## config.mk

```make
export PLATFORM = sky130hd
export DESIGN_NAME = conv3d_pass_sequencer
export DESIGN_NICKNAME = d
export VERILOG_FILES = /design/src/rtl/conv3d_pass_sequencer.sv
export SDC_FILE = /design/constraint.sdc
export NUM_CORES = 1
export LEC_CHECK = 0
export ABC_AREA = 1
export BUFFER_PORTS_ARGS = -buffer_cell sky130_fd_sc_hd__buf_2
export CORE_MARGIN = 2
export CORE_UTILIZATION = 45
export DETAILED_ROUTE_END_ITERATION = 8
export PLACE_DENSITY = 0.66
export SYNTH_ARGS = -nofsm -noshare
export SYNTH_HDL_FRONTEND = slang
export SYNTH_SLANG_ARGS = --single-unit
```

## constraint.sdc

```tcl
create_clock -name clk -period 15.9 [get_ports clk]
set_input_delay 3.18 -clock clk [delete_from_list [all_inputs] [get_ports clk]]
set_output_delay 3.18 -clock clk [all_outputs]
set_load 0.01 [all_outputs]
```

## src/rtl/conv3d_pass_sequencer.sv

```systemverilog
// rtl/conv3d_pass_sequencer.sv - layer scheduler issuing one 2-D pass per (cin, cout) pair
module conv3d_pass_sequencer #(
    parameter int AW = 30,
    parameter int CW = 8
) (
    input  logic          clk,
    input  logic          rst,
    input  logic          cfg_ena,
    input  logic [AW-1:0] cfg_xbase,
    input  logic [AW-1:0] cfg_ybase,
    input  logic [AW-1:0] cfg_zbase,
    input  logic [AW-1:0] cfg_xoffset,
    input  logic [AW-1:0] cfg_yoffset,
    input  logic [CW-1:0] cfg_num_cin,
    input  logic [CW-1:0] cfg_num_cout,
    input  logic [8:0]    cfg_width_in,
    input  logic [8:0]    cfg_height_out,
    input  logic [17:0]   cfg_length_in,
    input  logic [17:0]   cfg_length_out,
    output logic          param_ena,
    output logic [AW-1:0] param_xaddr,
    output logic [AW-1:0] param_yaddr,
    output logic [AW-1:0] param_zaddr,
    output logic [8:0]    param_width_in,
    output logic [8:0]    param_height_out,
    output logic [17:0]   param_length_in,
    output logic [17:0]   param_length_out,
    input  logic          flag_write_over,
    output logic          busy,
    output logic          done,
    output logic [CW-1:0] cin_idx,
    output logic [CW-1:0] cout_idx
);

    localparam logic [2:0] S_IDLE  = 3'd0;
    localparam logic [2:0] S_LOAD  = 3'd1;
    localparam logic [2:0] S_ISSUE = 3'd2;
    localparam logic [2:0] S_WAIT  = 3'd3;
    localparam logic [2:0] S_NEXT  = 3'd4;
    localparam logic [2:0] S_DONE  = 3'd5;

    logic [2:0]    state;
    logic [AW-1:0] xbase, ybase, zbase, xoffset, yoffset;
    logic [CW-1:0] num_cin, num_cout;
    logic [AW-1:0] xptr, bptr, zptr;

    logic [CW:0]   cin_inc, cout_inc;
    logic          last_cin, last_cout, layer_empty;
    logic [CW-1:0] nx_cin, nx_cout;
    logic [AW-1:0] nx_x, nx_b, nx_z;

    // Next-pass indices and plane pointers: cin is the inner loop, cout the outer one.
    // Widened by one bit so a channel count of 2^CW-1 cannot wrap the comparison.
    always_comb begin
        cin_inc     = {1'b0, cin_idx} + {{CW{1'b0}}, 1'b1};
        cout_inc    = {1'b0, cout_idx} + {{CW{1'b0}}, 1'b1};
        last_cin    = cin_inc >= {1'b0, num_cin};
        last_cout   = cout_inc >= {1'b0, num_cout};
        layer_empty = (num_cin == '0) || (num_cout == '0);
        nx_cin      = cin_idx;
        nx_cout     = cout_idx;
        nx_x        = xptr;
        nx_b        = bptr;
        nx_z        = zptr;
        if (!last_cin) begin
            nx_cin = cin_inc[CW-1:0];
            nx_x   = xptr + xoffset;
        end else begin
            nx_cin  = '0;
            nx_cout = cout_inc[CW-1:0];
            nx_x    = xbase;
            nx_b    = bptr + yoffset;
            nx_z    = zptr + yoffset;
        end
    end

    // Pass FSM; every output is set on the edge that enters the state it belongs to.
    // An empty layer detours through NEXT so its done pulse lands one cycle later.
    always_ff @(posedge clk or posedge rst) begin
        if (rst) begin
            state            <= S_IDLE;
            xbase            <= '0;
            ybase            <= '0;
            zbase            <= '0;
            xoffset          <= '0;
            yoffset          <= '0;
            num_cin          <= '0;
            num_cout         <= '0;
            xptr             <= '0;
            bptr             <= '0;
            zptr             <= '0;
            param_ena        <= 1'b0;
            param_xaddr      <= '0;
            param_yaddr      <= '0;
            param_zaddr      <= '0;
            param_width_in   <= '0;
            param_height_out <= '0;
            param_length_in  <= '0;
            param_length_out <= '0;
            busy             <= 1'b0;
            done             <= 1'b0;
            cin_idx          <= '0;
            cout_idx         <= '0;
        end else begin
            param_ena <= 1'b0;
            done      <= 1'b0;
            case (state)
                S_IDLE: begin
                    if (cfg_ena) begin
                        xbase            <= cfg_xbase;
                        ybase            <= cfg_ybase;
                        zbase            <= cfg_zbase;
                        xoffset          <= cfg_xoffset;
                        yoffset          <= cfg_yoffset;
                        num_cin          <= cfg_num_cin;
                        num_cout         <= cfg_num_cout;
                        param_width_in   <= cfg_width_in;
                        param_height_out <= cfg_height_out;
                        param_length_in  <= cfg_length_in;
                        param_length_out <= cfg_length_out;
                        busy             <= 1'b1;
                        state            <= S_LOAD;
                    end
                end
                S_LOAD: begin
                    cin_idx  <= '0;
                    cout_idx <= '0;
                    xptr     <= xbase;
                    bptr     <= ybase;
                    zptr     <= zbase;
                    if (layer_empty) begin
                        state <= S_NEXT;
                    end else begin
                        param_ena   <= 1'b1;
                        param_xaddr <= xbase;
                        param_yaddr <= ybase;
                        param_zaddr <= zbase;
                        state       <= S_ISSUE;
                    end
                end
                S_ISSUE: begin
                    state <= S_WAIT;
                end
                S_WAIT: begin
                    if (flag_write_over) begin
                        state <= S_NEXT;
                    end
                end
                S_NEXT: begin
                    if (layer_empty || (last_cin && last_cout)) begin
                        done  <= 1'b1;
                        state <= S_DONE;
                    end else begin
                        cin_idx     <= nx_cin;
                        cout_idx    <= nx_cout;
                        xptr        <= nx_x;
                        bptr        <= nx_b;
                        zptr        <= nx_z;
                        param_ena   <= 1'b1;
                        param_xaddr <= nx_x;
                        param_yaddr <= (nx_cin == '0) ? nx_b : nx_z;
                        param_zaddr <= nx_z;
                        state       <= S_ISSUE;
                    end
                end
                S_DONE: begin
                    busy  <= 1'b0;
                    state <= S_IDLE;
                end
                default: begin
                    busy  <= 1'b0;
                    state <= S_IDLE;
                end
            endcase
        end
    end

endmodule
```

After elaboration in Yosys (flattened, before gate mapping)
Cells that the tools add are included.
{ "word_totals": {"ff_bits": 422, "in_bits": 224, "output_inout_bits": 163, "wordCells": 90} }
{ "classes": {"add_sub_neg": 5, "n_lt_le_gt_ge": 2, "eq_ne": 9, "mux": 35, "bitwise_logic": 1, "n_reduce_logical": 15} }
{ "ops": {"columns": ["operator", "n"], "rows": [
  ["$pmux W30 S2", 6],
  ["$mux W30", 11],
  ["$add A30 B30 Y30", 3],
  ["$mux W8", 4],
  ["$pmux W8 S2", 2],
  ["$logic_not A8 Y1", 3],
  ["$add A8 B1 Y9 const B", 2],
  ["$ge A9 B8 Y1", 2],
  ["$pmux W3 S5", 1],
  ["$mux W3", 4],
  ["$ne A2 B2 Y1 const B", 5],
  ["$reduce_and A2 Y1", 4],
  ["$eq A3 B2 Y1 const B", 2],
  ["$reduce_and A3 Y1", 2],
  ["$mux W1", 5],
  ["$pmux W1 S2", 2],
  ["$reduce_or A4 Y1", 1],
  ["$eq A3 B1 Y1 const B", 1],
  ["$eq A3 B3 Y1 const B", 1],
  ["$logic_not A3 Y1", 1],
  ["$logic_or A1 B1 Y1", 2],
  ["$reduce_bool A2 Y1", 1],
  ["$logic_and A1 B1 Y1", 1],
  ["$not A1 Y1", 1]
]} }

Logic depth before layout (Yosys ltp)
{ "depth": {"word_depth": 7, "depth_mapped": 22, "depth_no_buf": 21} }

Worst setup path after synthesis
Ideal clock, no wire load.
{ "synth_path": {"path_type": "input to register", "from": "input cfg_ena", "to": "register num_cin[4]", "setup_time_ns": 0.133, "t_arrival_ns": 4.307, "required_ns": 15.767, "slack_ns": 11.460, "cell_stages": 5, "path_cell_list": "nand3_1 -> clkbuf_1 -> clkbuf_1 -> buf_1 -> a21oi_1"} }
{ "synth_between": {"elab_chain_cells": 1} }
{ "synth_rtl": {"columns": ["element", "line", "source"], "rows": [
  ["start: declaration", "8", "input logic cfg_ena,"],
  ["$reduce_and A2 Y1 (no source line)", null, null],
  ["end signal: assignment", "115", "num_cin <= cfg_num_cin;"],
  ["end: declaration", "44", "logic [CW-1:0] num_cin, num_cout;"]
]} }
Every way passes these cells.
A chain may end at the register's enable or synchronous reset.

Worst setup path after layout
{ "layout_path": {"from": "input cfg_ena", "to": "register zbase[17]"} }
{ "layout_between": {"elab_chain_cells": 1} }
{ "layout_rtl": {"columns": ["element", "line", "source"], "rows": [
  ["$reduce_and A2 Y1 (no source line)", null, null],
  ["end signal: assignment", "112", "zbase <= cfg_zbase;"],
  ["end: declaration", "43", "logic [AW-1:0] xbase, ybase, zbase, xoffset, yoffset;"]
]} }
Every way passes these cells.

==> qor.yml <==
status: "finished, final reports clean"
portBuffers: 386
cts_tree: "yes"
synth_top_area_share_pct: 42.6
drt-total-wl_microns: 78400
synth-xor-area-share_pct: 1.77
pin_count: 387
rr_worst_depth: 21
clkSinkCount: 422
numCtsBuffers: 47
end_kind: "register"
firstDrtPassIters: 6
hpwl_microns: 58700
avgViaCountPerCell: 5.16
synthAdderAreaFrac_pct: 5.54
dieArea_sq_mm: 0.0570
cp-endpoint: "zbase[17]$_DFFE_PP0P_"
synth.most_common_cell: "nand2_1"
clk_path_buf_depth: 3
hold_buffers: 0
crit_fanout: 85
synth_compound_area_share_pct: 8.32
finalCritPeriodShare_pct: 34.1
cts_setup_buffers: 0
synth_async_sr_flop_share_pct: 100
critPathKind: "in -> reg"
fin_total_pwr_uw: 7060
fp.dieW_microns: 239
tightest_slew_ns: 0.968
grt_busiest_layer: "met2"
path_clk_slew_ns: 0.06
num-nets-final: 3925
peakVddDrop_mv: 0.146
setup_tns_ns: 0
drv_slew: 0
hold_viol: 0
worstHoldPathCells: 2
power.leakage_uw: 0.0154
final_layout_size_suffix_gt1_share_pct: 18.8
fin_worst_skew_ns: 0.0307
critical_path.startpoint: "cfg_ena"
core_sq_mm: 0.0548
cp.required_ns: 16.38
syn_nets: 3585
ys_top_cells_by_count: "nand2_1 (1047), dfrtp_1 (422), inv_1 (368), nor2_1 (332), a21oi_1 (189)"
wl_per_cell_microns: 18.1
yosys.area_share.simple_pct: 26.5
slew_headroom_pct: 34.8
drc_errors: 0
synth_seq_cells: 422
syn2layout_area_growth_pct: 16.8
arrival_ns: 5.90
grtUsageMet2_pct: 45.3
rsz0062_at_grt: "no"
ant_nets: 0
first_iter_violations: 1485
grt_use_total_pct: 27.4
reg2reg_to: "bptr[22]$_DFFE_PP0P_"
clock_latency_ns: 0.62
power_density_mw_per_mm2: 244
use_met3_pct: 6.03
drv_cap: 0
period_minus_slack_ns: 5.41
syn_area_sq_mm: 0.0248
ctsResizeCount: 0
grtUsageMet1_pct: 35.4
ys_warn_count: 0
cts_root_buffer: "clkbuf_16"
initial_utilization_pct: 45.3
syn_avg_cell_area_sq_um: 7.62
max_freq_mhz: 185
ys_seq_area_share_pct: 42.6
synthFlopType: "dfrtp_1"
synth_cells: 3253
fin_area_sq_mm: 0.0289
ys_top_cells_by_area: "dfrtp_1 (43%), nand2_1 (16%), mux2_2 (7.4%), inv_1 (5.6%), ha_1 (5.3%)"
num_vias: 22361
fp.dieH_microns: 239
hp-class: "reg -> reg"
setup_viol: 0
antenna_found_initial: 13
gp_congestion: 0.964
grt_pass1_wl_microns: 122000
htree_levels: 2
synth_top_family_by_area: "simple AND/OR/NAND/NOR gates"
synthMuxAreaShare_pct: 7.45
synth-edff-count: 0
synth.distinct_cells: 46
grt_pass1_vias: 21717
yosysTopAreaCell: "dfrtp_1"
regToRegSetupSlack_ns: 10.75
place_area_sq_mm: 0.0272
grt_max_degree: 163
overflow: 0
rows: 86
cp-start-kind: "primary input"
reg2reg_from: "cin_idx[0]$_DFFE_PP0P_"
-- state kept, by name (all words and copies together), names as in the netlist, 9 cells and up --
signal / count
xbase: 30
param_yaddr: 30
param_length_in: 18
ybase: 30
param_height_out: 9
xptr: 30
yoffset: 30
param_zaddr: 30
param_width_in: 9
zptr: 30
bptr: 30
param_xaddr: 30
param_length_out: 18
xoffset: 30
zbase: 30
-- how the worst min path moves through the flow --
stage	endpoint	start	slack, ns
2_1_floorplan	xptr[0]$_DFFE_PP0P_	xptr[0]$_DFFE_PP0P_	0.45
3_3_place_gp	param_xaddr[3]$_DFFE_PP0P_	param_xaddr[3]$_DFFE_PP0P_	0.45
3_5_place_dp	param_xaddr[6]$_DFFE_PP0P_	param_xaddr[6]$_DFFE_PP0P_	0.46
4_1_cts	param_xaddr[2]$_DFFE_PP0P_	param_xaddr[2]$_DFFE_PP0P_	0.47
5_1_grt	param_xaddr[2]$_DFFE_PP0P_	param_xaddr[2]$_DFFE_PP0P_	0.50
6_report	param_xaddr[6]$_DFFE_PP0P_	param_xaddr[6]$_DFFE_PP0P_	0.47
-- layout by cell type (no fill, tap or decap), drive strengths merged --
master	Yosys	layout
clkinvlp	0	1
nor2	334	334
nand3	184	184
nor3b	1	1
diode	0	2
dfrtp	422	422
nor4	3	3
o21a	3	3
and3	2	2
o21ai	166	166
xor2	30	30
a2bb2oi	1	1
a32oi	1	1
nand3b	8	8
o211ai	8	8
o41ai	1	1
or2	18	18
a31oi	4	4
a21boi	2	2
clkinv	0	11
buf	78	402
and2	4	4
bufinv	0	7
fa	3	3
nor3	10	10
a21o	4	4
nand2	1051	1051
xnor2	20	20
nand4	19	19
ha	105	105
mux2	164	164
clkbuf	33	67
o22ai	2	2
a21oi	190	190
inv	372	373
o21bai	10	10
-- routing by layer --
metal / part of all wire [%] / vias up
li1: - / 11049
met1: 43 / 10554
met2: 47 / 607
met3: 6.8 / 135
met4: 3.5 / 16
met5: 0.13 / -
-- critical path, cell delays in order --
cell,delay (ns)
buf_2,0.12
nand3_4,0.54
buf_4,0.85
buf_4,0.71
mux2_2,0.41
-- stage by stage --
stage / util (%) / setup WS, ns / instances / hold WS (ns)
final: 52.9 / 10.49 / 4337 / 0.470
after global routing: 52.8 / 10.24 / 4335 / 0.501
after CTS: 52.8 / 10.46 / 4335 / 0.475
after detailed placement: 49.7 / 9.83 / 4248 / 0.456
after global placement: 49.7 / 9.84 / 4248 / 0.450
after floorplan: - / 0.972 / 3253 / 0.453
-- kinds of logic (layout without fill, tap and decap cells) --
kind of cell             count (synthesis)  after routing
buffers and inverters                  483            861
multiplexers                           164            164
adder cells (fa/ha/maj)                108            108
AND/OR/NAND/NOR                       1634           1634
XOR/XNOR                                50             50
other                                    0              2
AO/OA/AOI/OAI                          392            392
flip-flops                             422            422
-- power breakdown --
part | internal [uW] | switching [uW]
combinational | 1390 | 2480
sequential | 1600 | 393
clock | 719 | 475
-- cell type report --
type                            instances  area (sq um)
Sequential cell                       422         10600
Multi-Input combinational cell       2348         12300
Antenna cell                            2          5.00
Clock buffer                           67          1370
Clock inverter                         20           325
Timing Repair Buffer                  402          2060
Fill cell                            5439         25800
Inverter                              372          1410
Tap cell                              704           881
(Power assumes the default switching activity.)
